## src/rtl/regfile_writeback_arbiter.sv

```systemverilog
// MIPS register-file write-port master: arbitrates ALU and MDU results, buffers MDU results
// in a FIFO and tracks outstanding MDU destinations. Optional macro: WB_MDU_BYPASS_EN.
module regfile_writeback_arbiter #(
  parameter int unsigned BIT_DEPTH      = 32,
  parameter int unsigned LOG_PORT_DEPTH = 5,
  parameter int unsigned FIFO_DEPTH     = 4
) (
  input  logic                             clk,
  input  logic                             rst,
  input  logic                             alu_we,
  input  logic [LOG_PORT_DEPTH-1:0]        alu_addr,
  input  logic [BIT_DEPTH-1:0]             alu_wd,
  input  logic                             mdu_valid,
  output logic                             mdu_ready,
  input  logic [LOG_PORT_DEPTH-1:0]        mdu_addr,
  input  logic [BIT_DEPTH-1:0]             mdu_wd,
  input  logic                             issue_valid,
  input  logic [LOG_PORT_DEPTH-1:0]        issue_addr,
  output logic [(2**LOG_PORT_DEPTH)-1:0]   busy_vec,
  output logic [$clog2(FIFO_DEPTH):0]      fifo_count,
  output logic                             we,
  output logic [LOG_PORT_DEPTH-1:0]        addr3,
  output logic [BIT_DEPTH-1:0]             wd
);

  localparam int unsigned PtrW    = $clog2(FIFO_DEPTH);
  localparam int unsigned CntW    = PtrW + 1;
  localparam int unsigned NumRegs = 2**LOG_PORT_DEPTH;

  logic [LOG_PORT_DEPTH-1:0] fifo_addr_q [FIFO_DEPTH];
  logic [BIT_DEPTH-1:0]      fifo_data_q [FIFO_DEPTH];
  logic [PtrW-1:0]           rd_ptr_q, wr_ptr_q;

  logic                      accept, alu_req, fifo_empty, pop, push, bypass;
  logic [LOG_PORT_DEPTH-1:0] head_addr;
  logic [BIT_DEPTH-1:0]      head_data;
  logic                      we_d;
  logic [LOG_PORT_DEPTH-1:0] addr3_d;
  logic [BIT_DEPTH-1:0]      wd_d;
  logic [NumRegs-1:0]        set_vec, clr_vec, busy_d;
  logic [CntW-1:0]           count_d;

  // Readiness depends only on registered occupancy, so a full FIFO stalls even while popping.
  assign mdu_ready  = !rst && (fifo_count < CntW'(FIFO_DEPTH));
  assign accept     = mdu_valid && mdu_ready;
  assign alu_req    = alu_we && (alu_addr != '0);
  assign fifo_empty = (fifo_count == '0);
  assign head_addr  = fifo_addr_q[rd_ptr_q];
  assign head_data  = fifo_data_q[rd_ptr_q];

`ifdef WB_MDU_BYPASS_EN
  assign bypass = accept && !alu_req && fifo_empty;
`else
  assign bypass = 1'b0;
`endif

  assign pop  = !alu_req && !fifo_empty;
  assign push = accept && !bypass;

  always_comb begin
    count_d = fifo_count;
    if (push && !pop) begin
      count_d = fifo_count + 1'b1;
    end else if (pop && !push) begin
      count_d = fifo_count - 1'b1;
    end
  end

  always_comb begin
    we_d    = 1'b0;
    addr3_d = addr3;
    wd_d    = wd;
    clr_vec = '0;
    if (alu_req) begin
      we_d    = 1'b1;
      addr3_d = alu_addr;
      wd_d    = alu_wd;
    end else if (pop) begin
      we_d    = (head_addr != '0);
      addr3_d = head_addr;
      wd_d    = head_data;
      clr_vec = NumRegs'(1) << head_addr;
    end else if (bypass) begin
      we_d    = (mdu_addr != '0);
      addr3_d = mdu_addr;
      wd_d    = mdu_wd;
      clr_vec = NumRegs'(1) << mdu_addr;
    end
  end

  // A new issue overrides a retiring write to the same register.
  always_comb begin
    set_vec   = issue_valid ? (NumRegs'(1) << issue_addr) : '0;
    busy_d    = (busy_vec & ~clr_vec) | set_vec;
    busy_d[0] = 1'b0;
  end

  always_ff @(posedge clk) begin
    if (rst) begin
      we         <= 1'b0;
      addr3      <= '0;
      wd         <= '0;
      busy_vec   <= '0;
      fifo_count <= '0;
      rd_ptr_q   <= '0;
      wr_ptr_q   <= '0;
    end else begin
      we         <= we_d;
      addr3      <= addr3_d;
      wd         <= wd_d;
      busy_vec   <= busy_d;
      fifo_count <= count_d;
      if (push) begin
        fifo_addr_q[wr_ptr_q] <= mdu_addr;
        fifo_data_q[wr_ptr_q] <= mdu_wd;
        wr_ptr_q              <= wr_ptr_q + 1'b1;
      end
      if (pop) begin
        rd_ptr_q <= rd_ptr_q + 1'b1;
      end
    end
  end

endmodule
```

## config.mk

```make
export PLATFORM = sky130hd
export DESIGN_NAME = regfile_writeback_arbiter
export DESIGN_NICKNAME = d
export VERILOG_FILES = /design/src/rtl/regfile_writeback_arbiter.sv
export SDC_FILE = /design/constraint.sdc
export NUM_CORES = 1
export LEC_CHECK = 0
export ABC_AREA = 1
export CAP_MARGIN = 20
export CORE_MARGIN = 1
export CORE_UTILIZATION = 37
export CTS_CLUSTER_DIAMETER = 50
export CTS_CLUSTER_SIZE = 14
export DETAILED_ROUTE_END_ITERATION = 10
export PLACE_DENSITY = 0.61
export SYNTH_ARGS = -nofsm -noshare
export SYNTH_HDL_FRONTEND = slang
export SYNTH_SLANG_ARGS = --single-unit
```

## constraint.sdc

```tcl
create_clock -name clk -period 5.13 [get_ports clk]
set_input_delay 1.026 -clock clk [delete_from_list [all_inputs] [get_ports clk]]
set_output_delay 1.026 -clock clk [all_outputs]
set_load 0.02 [all_outputs]
```

# After elaboration in Yosys (flattened, before gate mapping)
# Memories as Yosys holds them, arrays and structs flattened. A register that Yosys moved wholly into a read port is not among the register bits.
# Cells that the tools add are included.
[word_totals]
reg_bits = 77
latchBits = 0
mem_bits_rw = 148
rom_bits = 0
inputBits = 84
mem_count = 2
[classes]
addsub = 4
multipliers = 0
div = 0
magnitude_cmp = 1
n_eq_ne = 0
n_shift = 2
mux = 18
bitwise = 3
reduce_logical = 16
[memory_table]
columns = ["name", "depth", "width", "read_ports", "rd_clocked_by_memory_dff", "wr", "line", "text"]
rows = [
  ["fifo_data_q", 4, 32, 1, 1, 1, "31", "logic [BIT_DEPTH-1:0] fifo_data_q [FIFO_DEPTH];"],
  ["fifo_addr_q", 4, 5, 1, 1, 1, "30", "logic [LOG_PORT_DEPTH-1:0] fifo_addr_q [FIFO_DEPTH];"],
]
[op_table]
columns = ["op", "n"]
rows = [
  ["two-way mux 32 bit", 5],
  ["<< shifter 1 x 5 -> 32 bit (first input constant)", 2],
  ["AND 32 bit", 1],
  ["NOT 32 bit", 1],
  ["OR 32 bit", 1],
  ["two-way mux 5 bit", 2],
  ["nonzero test 5 bit", 2],
  ["two-way mux 2 bit", 4],
  ["logical AND 1 bit", 6],
  ["two-way mux 3 bit", 2],
  ["zero test 1 bit", 5],
  ["two-way mux 1 bit", 5],
  ["adder 2 x 1 -> 2 bit (second input constant)", 2],
  ["nonzero test 2 bit", 2],
  ["adder 3 x 1 -> 3 bit (second input constant)", 1],
  ["zero test 3 bit", 1],
  ["< comparator 3 bit (second input constant)", 1],
  ["subtractor 3 x 1 -> 3 bit (second input constant)", 1],
]

# Depth between registers and ports, before layout
# Gate-level depths: netlist of run 1.
[depth]
depth_word = 9
mapped_depth = 12

# Worst setup path before layout of run 1
# Ideal clock, no wire load.
[synth_timing]
path_type = "input-to-reg"
start = "in rst"
end = "mem fifo_addr_q[0][0] (enable)"
t_arrival_ps = 3369
required_time_ps = 4699
setup_slack_ps = 1330
path_stages = 4
n_path_buf = 1
path_cell_list = "clkbuf_1 -> nor2_1 -> nand2_1 -> nor2_1"
[synth_between]
elab_chain_cells = 6
[synth_lines]
columns = ["item", "line", "text"]
rows = [
  ["start, declared", "9", "input logic rst,"],
  ["zero test 1 bit", "44", "assign mdu_ready = !rst && (fifo_count < CntW'(FIFO_DEPTH));"],
  ["logical AND 1 bit", "44", ""],
  ["net mdu_ready", "14", "output logic mdu_ready,"],
  ["logical AND 1 bit", "45", "assign accept = mdu_valid && mdu_ready;"],
  ["two-way mux 1 bit", "113", "if (push) begin"],
  ["two-way mux 1 bit", "99", "if (rst) begin"],
  ["two-way mux 1 bit (implied by the code)", "114", "fifo_addr_q[wr_ptr_q] <= mdu_addr;"],
  ["end, declared", "30", ""],
]
# The timed path passes the listed nets, and every way through them passes these cells.

# Worst setup path after layout of run 1
[layout_timing]
start = "in rst"
end = "out mdu_ready"
[layout_between]
elab_chain_cells = 2
[layout_lines]
columns = ["item", "line"]
rows = [
  ["zero test 1 bit", "44"],
  ["logical AND 1 bit", "44"],
  ["end, declared", "14"],
]
# No other way between the ends.

==> results of run 1 <==
stage by stage:
step	worst slack [ns]	power, mW
floorplan	1.33	3.06
global placement	1.29	3.54
detailed placement	1.24	3.55
CTS	1.59	5.42
global route	1.42	5.63
finish	1.61	5.37
registers in the layout (all words and copies together), names as in the netlist, named ones only:
signal and count:
busy_vec 31, wd 32, rd_ptr_q 2, fifo_count 3, addr3 5, wr_ptr_q 2
we 1, fifo_data_q 128, fifo_addr_q 20
Yosys cell counts (all sizes together), types with 5 or more instances:
cell type  count
edfxtp       148
o21ai        134
nand2        127
nor2         106
dfxtp         78
nand3         68
a21oi         49
inv           33
clkbuf        30
buf           26
o221ai        19
o211ai        15
ha             5
nor4           5
cells by family after synthesis:
| kind of cell | count (synthesis) | share of synthesized area [%] |
|---|---|---|
| xor gates and xnor gates | 1 | 0.0959 |
| AOI/OAI and AO/OA | 222 | 13.4 |
| DFF | 226 | 65.7 |
| and+or+nand+nor | 309 | 15.2 |
| adders and majority gates | 6 | 0.904 |
| buffers and inverters | 90 | 4.61 |
| other | 1 | 0.0410 |
area by class of cell:
type | count | area [sq um] | area share [%]
clock inverters | 16 | 180 | 1.53
well taps | 324 | 405 | 3.43
multi-input cells | 539 | 2740 | 23.2
flip-flops and latches | 226 | 6010 | 50.9
repair buffers | 166 | 1640 | 13.9
clock buffers | 32 | 704 | 5.97
inverters | 34 | 130 | 1.10
worst min-delay path: cells and delay by family, from the launching register on:
| kind | cells | cell delay, ns |
|---|---|---|
| DFF | 1 | 0.31 |
| and+or+nand+nor | 1 | 0.06 |
| AOI/OAI and AO/OA | 1 | 0.05 |
final timing paths:
check | startpoint | end | cells past startpoint | slack [ns]
max | rst | mdu_ready | 4 | 1.61
min | busy_vec[15]$_SDFF_PP0_ | busy_vec[15]$_SDFF_PP0_ | 2 | 0.46
max reg2reg | flip-flop | busy_vec[20]$_SDFF_PP0_ | 7 | 2.36
min reg2reg | busy_vec[15]$_SDFF_PP0_ | busy_vec[15]$_SDFF_PP0_ | 2 | 0.46
routing by layer:
metal  GRT usage, %  part of all wire, %  vias up
met5              0                    0        -
met4           3.67                  1.4        0
met3           3.18                  6.6       24
met2           29.7                   46      241
met1           25.2                   45     3298
li1               -                    -     3300
layout by cell type, fill, tap and decap left out, types with 2 or more instances in the layout:
cell             instances
nor2_4                  11
nor4_1                   5
dfxtp_2                  2
nor2_1                  92
ha_1                     5
clkbuf_16               27
a31oi_1                  3
a21oi_1                 49
inv_6                    2
nor2_2                   3
nand2_1                116
nand3_2                  3
buf_4                   10
clkinvlp_4               3
nand2_4                  5
clkinv_4                 2
nor3_1                   2
bufinv_16                2
clkinv_8                 2
o221ai_1                19
o21ai_1                 22
inv_2                    4
edfxtp_1               148
o22ai_1                  2
inv_1                   29
clkinv_1                 2
dfxtp_1                 76
clkdlybuf4s50_1        156
o211ai_1                15
nand3_1                 65
nand2_2                  6
o21ai_0                112
clkbuf_1                 4
inv_4                    2
power by group through the flow:
stage | Clock [mW] | Sequential [mW] | Combinational (mW)
2_1_floorplan | 0 | 2.33 | 0.729
3_3_place_gp | 0 | 2.24 | 1.29
3_5_place_dp | 0 | 2.24 | 1.30
4_1_cts | 1.90 | 2.21 | 1.31
5_1_grt | 1.97 | 2.22 | 1.43
6_report | 1.87 | 2.20 | 1.30
==> impl_metrics.ini, run 1 <==
[worst_setup_path]
cp_num_buf_inv = 3
cpPeakStageDelay_ns = 0.56
required_ns = 4.10
start_kind = primary input
cpLargestDelayFamily = buffers and inverters
cp_max_fo = 35
critPathKind = in2out
path_cells = clkdlybuf4s50_1, buf_4, nor2_1, clkdlybuf4s50_1
slowest_stage = clkdlybuf4s50_1
endpoint_kind = output port
worstPathArrival_ns = 2.49
crit_top_cell = clkdlybuf4s50_1

[pwr]
cellLeakagePower_nw = 4.00
net-switching-power_mw = 1.71
p_sw_share_pct = 31.9
clock_power_share_pct = 34.8
combPwrFrac_pct = 24.1
p_seq_share_pct = 41.0
p_int_mw = 3.66
ir_worst_vdd_mv = 0.247
p_per_area_nw_per_um2 = 455

[synth]
yosys_warnings = 0
synth.largest_area_cell = edfxtp_1
synthArstFlopShare_pct = 0
avgSynthCellArea_sq_um = 10.7
netlist_instances = 855
netlist_top_cells_area = edfxtp_1 49%, dfxtp_1 17%, o21ai_0 6.1%
synth_flop_cell = edfxtp_1
netlist-cell-type-count = 33
synth_top_area_share_pct = 48.6
synth_edf_count = 148
syn_nets = 945
synth_area_sq_um = 9140
ys_seq_area_share_pct = 65.7
ys_ff_latch = 226

[floorplan]
die_w_um = 159
coreArea_sq_um = 24200
initial_core_util_pct = 37.7
dieArea_sq_um = 25300
rows = 57
io_pins = 158
die_h_um = 159

[clocking]
post_cts_buffers = 0
hold_buffers = 0
cts_max_path_buffers = 3
clk_latency_ns = 0.53
htree_num_levels = 1
clk_pin_slew_ns = 0.06
cts_sinks = 226
ctsResizeCount = 0
cts_made_buffers = 26
cts_tree = built
cts_root_buf = clkbuf_16

[placement]
placed_cell_area_sq_um = 10900
dp.cells = 1289
gp_congestion = 0.816
dpl.hpwl_um = 14300
portBuffers = 156

[global_routing]
grtUsageTotal_pct = 18.1
grt_pass1_wl_um = 36600
grt_overflow = 0
antenna_found_initial = 0
grt_max_degree = 76
grt_pass1_vias = 6702

[final_layout]
final_nets = 1083
stdcell_count = 1337
num-fill-cells = 2214
diodes = 0
syn2layout_area_growth_pct = 29.2
fin_area_sq_um = 11800
drive_gt1_share_pct = 8.59
fin_util_pct = 48.7

[timing]
tns_ns = 0
relSlewSlack_pct = 28.4
drv_slew = 0
period_needed_ns = 3.52
hold_viol = 0
finClkSkew_ns = 0.0225
min_period_over_period_pct = 68.6
rsz0062_at_grt = false
finalSetupViolCount = 0
tightest_slew_ns = 1.07
max_freq_ghz = 0.284
timing.hold.ws_ns = 0.462

[route]
drc_errors = 0
drt-pass1-iter-count = 5
viasPerCell = 5.13
drtAntennaViolNets = 0
drt-initial-drc-count = 483
vias = 6863
drt_wl_total_um = 23200
wl_per_cell_um = 17.3

[run]
maxCapViolations = 0

[hold_path]
hold_path_class = reg2reg

[run_status]
status = complete, no violations
Note: power is estimated with default switching activity, not from simulation.
==> inputs of run 2 (changes only) <==
--- a/config.mk
+++ b/config.mk
@@ -12,7 +12,7 @@
 export CTS_CLUSTER_DIAMETER = 50
 export CTS_CLUSTER_SIZE = 14
 export DETAILED_ROUTE_END_ITERATION = 10
-export PLACE_DENSITY = 0.61
+export PLACE_DENSITY = 0.64
 export SYNTH_ARGS = -nofsm -noshare
 export SYNTH_HDL_FRONTEND = slang
 export SYNTH_SLANG_ARGS = --single-unit
==> constraint.sdc (replaced) <==
create_clock -name clk -period 3 [get_ports clk]
set_input_delay 0.6 -clock clk [delete_from_list [all_inputs] [get_ports clk]]
set_output_delay 0.6 -clock clk [all_outputs]
set_load 0.02 [all_outputs]
==> run 2 against run 1 <==
Against the previous run: via count shrank 0.66%; flip-flop and latch count is the same; count of clock-buffer cells in the layout shrank 1; clock power grew 55%; hold slack gained 0.0019 ns; core utilization is the same; wire length shrank 2.9%; setup slack lost 0.99 ns; register-to-register slack lost 1.7 ns; critical path type unchanged; largest cell class unchanged; highest routed layer is now met5.
==> impl_metrics.ini, run 2 (synthesis results as in run 1) <==
[clocking]
cts_root_buf = clkbuf_16
cts_tree = built
cts_sinks = 226
ctsResizeCount = 0
cts_made_buffers = 25
clk_pin_slew_ns = 0.06
cts_max_path_buffers = 3
hold_buffers = 0
htree_num_levels = 1
clk_latency_ns = 0.51
post_cts_buffers = 0

[route]
drt-initial-drc-count = 405
drt_wl_total_um = 22500
vias = 6818
drtAntennaViolNets = 0
wl_per_cell_um = 16.8
drt-pass1-iter-count = 7
drc_errors = 0
viasPerCell = 5.08

[worst_setup_path]
worstPathArrival_ns = 1.77
critPathKind = in2out
path_cells = clkdlybuf4s50_1, nor2_1, clkdlybuf4s50_1
slowest_stage = clkdlybuf4s50_1
reg2reg_to = busy_vec[24]$_SDFF_PP0_
rr_worst_depth = 8
cpPeakStageDelay_ns = 0.62
cp_max_fo = 2
start_kind = primary input
cp.depth = 3
crit_top_cell = clkdlybuf4s50_1
cpLargestDelayFamily = buffers and inverters
endpoint_kind = output port
cp_num_buf_inv = 2
required_ns = 2.40
ff2ff_setup_slack_ns = 0.67

[timing]
layout_setup_ws_ns = 0.625
drv_slew = 0
hold_viol = 0
min_period_over_period_pct = 79.2
tightest_slew_ns = 0.559
finClkSkew_ns = 0.00906
rsz0062_at_grt = false
finalSetupViolCount = 0
relSlewSlack_pct = 62.7
period_needed_ns = 2.37
max_freq_ghz = 0.421
timing.hold.ws_ns = 0.464

[hold_path]
hold_depth = 2
hold_path_class = reg2reg
min-delay-start = busy_vec[20]$_SDFF_PP0_
hold-path-endpoint = busy_vec[20]$_SDFF_PP0_

[global_routing]
grt_pass1_wl_um = 35400
grtUsageTotal_pct = 17.5
grt_pass1_vias = 6554
antenna_found_initial = 1
grt_overflow = 0
grt_max_degree = 65

[pwr]
ir_worst_vdd_mv = 0.359
p_seq_share_pct = 42.4
p_sw_share_pct = 31.7
net-switching-power_mw = 2.82
p_int_mw = 6.07
p_per_area_nw_per_um2 = 752
combPwrFrac_pct = 25.0
clock_power_share_pct = 32.6
cellLeakagePower_nw = 4.01

[final_layout]
diodes = 0
final_common_cell = clkdlybuf4s50_1
syn2layout_area_growth_pct = 29.2
final_nets = 1091
stdcell_count = 1343
top_register = fifo_data_q
fin_area_sq_um = 11800
reg.largest.list = fifo_data_q (128), wd (32), busy_vec (31)
final_cell_mix = 156 x clkdlybuf4s50_1, 148 x edfxtp_1, 116 x nand2_1
largest_reg_flops = 128
drive_gt1_share_pct = 9.03
fin_util_pct = 48.7

[placement]
dpl.hpwl_um = 14100
pre_cts_slack_ns = 0.444
placed_cell_area_sq_um = 11000
dp.cells = 1298
gp_congestion = 0.808
portBuffers = 156

[floorplan]
initial_core_util_pct = 37.7
die_w_um = 159
rows = 57
dieArea_sq_um = 25300
coreArea_sq_um = 24200
die_h_um = 159
io_pins = 158

[run]
maxCapViolations = 0

[run_status]
status = complete, no violations
run 2: cell count changes in the layout (fill, tap and decap cells not counted), sizes merged:
cell	previous run	this run
buf	10	19
clkinvlp	3	1
bufinv	2	1
clkinv	7	9
inv	38	37
clkbuf	32	31
run 2: power by group through the flow:
stage               Clock [mW]  Sequential [mW]  Combinational [mW]
floorplan                    0             3.99                1.25
global placement             0             3.83                2.22
detailed placement           0             3.83                2.24
CTS                       2.95             3.77                2.25
global route              3.09             3.80                2.44
finish                    2.89             3.77                2.22
run 2: worst max path at each step:
stage	startpoint	endpoint	slack, ns
3_5_place_dp	alu_addr[1]	fifo_count[2]$_SDFFE_PP0P_	0.44
4_1_cts	rst	mdu_ready	0.62
5_1_grt	flip-flop	busy_vec[13]$_SDFF_PP0_	0.44
2_1_floorplan	rst	fifo_addr_q[0][0]$_DFFE_PP_	-0.37
3_3_place_gp	alu_addr[1]	fifo_count[2]$_SDFFE_PP0P_	0.49
6_report	rst	mdu_ready	0.63
run 2: layout make-up:
class / instances / area, sq um
Sequential cell: 226 / 6010
Clock buffer: 31 / 658
Inverter: 34 / 130
Timing Repair Buffer: 175 / 1740
Clock inverter: 14 / 121
Multi-Input combinational cell: 539 / 2740
Tap cell: 324 / 405
Fill cell: 2266 / 12400
run 2: per-stage QoR:
step | setup TNS (ns) | power, mW
final | 0 | 8.88
after global routing | 0 | 9.32
after CTS | 0 | 8.97
after detailed placement | 0 | 6.08
after global placement | 0 | 6.04
after floorplan | -55.37 | 5.24
run 2: metal layers:
layer	vias up	track usage [%]	routed length [um]
met2	202	29.3	10700
met1	3265	23.3	9920
met5	-	0	13
met3	35	3.70	1440
met4	2	4.24	408
li1	3314	-	-
run 2: tightest hold or removal path: stages (launching register included):
cell	delay [ns]
dfxtp_1	0.31
nand2_1	0.06
a21oi_1	0.05
==> inputs of run 3 (changes only) <==
==> constraint.sdc (replaced) <==
create_clock -name clk -period 1.95 [get_ports clk]
set_input_delay 0.39 -clock clk [delete_from_list [all_inputs] [get_ports clk]]
set_output_delay 0.39 -clock clk [all_outputs]
set_load 0.02 [all_outputs]
==> run 3 against run 2 <==
Against the previous run: final cell count rose by 1.9%; register-to-register slack got worse by 0.48 ns; setup slack got worse by 0.57 ns; sequential power rose by 52%; highest routed layer unchanged; critical path depth fell by 2; combinational power rose by 68%; core utilization rose by 1.5 points; die area did not move; hold slack got worse by 0.013 ns; non-clock buffer count rose by 26; flip-flop and latch count did not move.
==> impl_metrics.ini, run 3 (synthesis results as in run 1) <==
[timing]
finalSetupViolCount = 0
max_freq_ghz = 0.528
period_needed_ns = 1.89
drv_slew = 0
finClkSkew_ns = 0.0188
rsz0062_at_grt = false
layout_setup_ws_ns = 0.0576
tns_ns = 0
min_period_over_period_pct = 97.0
hold_viol = 0

[clocking]
post_cts_buffers = 0
cts_made_buffers = 24
cts_sinks = 226
cts_tree = built
hold_buffers = 0
cts_root_buf = clkbuf_16
cts_max_path_buffers = 3
htree_num_levels = 1
clk_latency_ns = 0.51
clk_pin_slew_ns = 0.06

[global_routing]
grt_overflow = 0
grtUsageTotal_pct = 17.7
grt_pass1_vias = 6566
grt_max_degree = 43
grt_pass1_wl_um = 35700
antenna_found_initial = 2

[route]
viasPerCell = 4.97
vias = 6803
drc_errors = 0
wl_per_cell_um = 16.4
drtAntennaViolNets = 0
drt-initial-drc-count = 378
drt-pass1-iter-count = 5
drt_wl_total_um = 22400

[final_layout]
drive_gt1_share_pct = 11.8
final_nets = 1116
largest_reg_flops = 128
syn2layout_area_growth_pct = 33.2
fin_area_sq_um = 12200
top_register = fifo_data_q
reg.largest.list = fifo_data_q (128), wd (32), busy_vec (31)
diodes = 0
final_common_cell = clkdlybuf4s50_1
final_cell_mix = 150 x clkdlybuf4s50_1, 148 x edfxtp_1, 114 x nand2_1

[worst_setup_path]
required_ns = 1.56
cp_num_buf_inv = 1
path_cells = clkdlybuf4s50_1
critPathKind = reg2out
cp_max_fo = 2
start_kind = flip-flop
slowest_stage = clkdlybuf4s50_1
worstPathArrival_ns = 1.50
cpPeakStageDelay_ns = 0.66
cpLargestDelayFamily = buffers and inverters
endpoint_kind = output port

[run]
maxCapViolations = 0

[placement]
placed_cell_area_sq_um = 11400
pre_cts_slack_ns = -0.260
gp_congestion = 0.865
portBuffers = 156
dpl.hpwl_um = 14500

[pwr]
cellLeakagePower_nw = 4.22
power_mw = 13.9
ir_worst_vdd_mv = 0.668
p_per_area_nw_per_um2 = 1140

[run_status]
status = complete, no violations

[floorplan]
rows = 57
die_w_um = 159
io_pins = 158
dieArea_sq_um = 25300
initial_core_util_pct = 37.7
coreArea_sq_um = 24200
die_h_um = 159

[hold_path]
hold_path_class = in2reg
==> run 3: cell types whose count changed in the layout (fill, tap and decap cells not counted), moves of 4 or more <==
cell	change
buf_12	+11
buf_4	+15
clkdlybuf4s50_1	-6
dlygate4sd2_1	+4
==> run 3: report_power, final <==
part	switching (mW)	internal, mW
Sequential	0.205	5.54
Combinational	2.30	1.44
Clock	1.82	2.56
==> run 3: what timing repair did <==
action	CTS	global route
gates resized for setup	4	2
endpoints found under the setup margin	4	2
cloned	0	0
==> run 3: final timing paths <==
check,start,to,slack [ns],cells after the start
setup / recovery,wd[2]$_SDFFE_PP0P_,wd[2],0.06,1
hold / removal,alu_wd[28],wd[28]$_SDFFE_PP0P_,0.45,3
setup reg to reg,fifo_count[2]$_SDFFE_PP0P_,fifo_count[2]$_SDFFE_PP0P_,0.19,10
hold reg to reg,busy_vec[5]$_SDFF_PP0_,busy_vec[5]$_SDFF_PP0_,0.46,2
==> run 3: layout make-up <==
cell class,count,area [sq um]
Multi-Input combinational cell,539,2780
Sequential cell,226,6010
Timing Repair Buffer,201,2070
Tap cell,324,405
Clock buffer,34,712
Inverter,34,130
Clock inverter,10,65.1
Fill cell,2182,12100
==> run 3: stage by stage <==
step           hold WS (ns)  std cells  util (%)
6_report              0.450       1368      50.2
5_1_grt               0.470       1368      50.2
4_1_cts               0.433       1368      50.2
3_5_place_dp          0.455       1324      47.0
3_3_place_gp          0.448       1324      47.0
2_1_floorplan         0.483        855         -
==> run 3: per-layer routing <==
metal | vias to the layer above | part of all wire, % | global-route usage [%]
met1 | 3206 | 45 | 23.7
met4 | 2 | 1.8 | 3.98
met2 | 198 | 47 | 29.4
met3 | 26 | 5.6 | 3.67
met5 | - | 0.058 | 0
li1 | 3371 | - | -
==> run 3: worst min-delay path, delay by kind of cell <==
family                 cells  cell delay (ns)
buffers and inverters      1             0.39
AOI/OAI and AO/OA          1             0.07
and+or+nand+nor            1             0.06
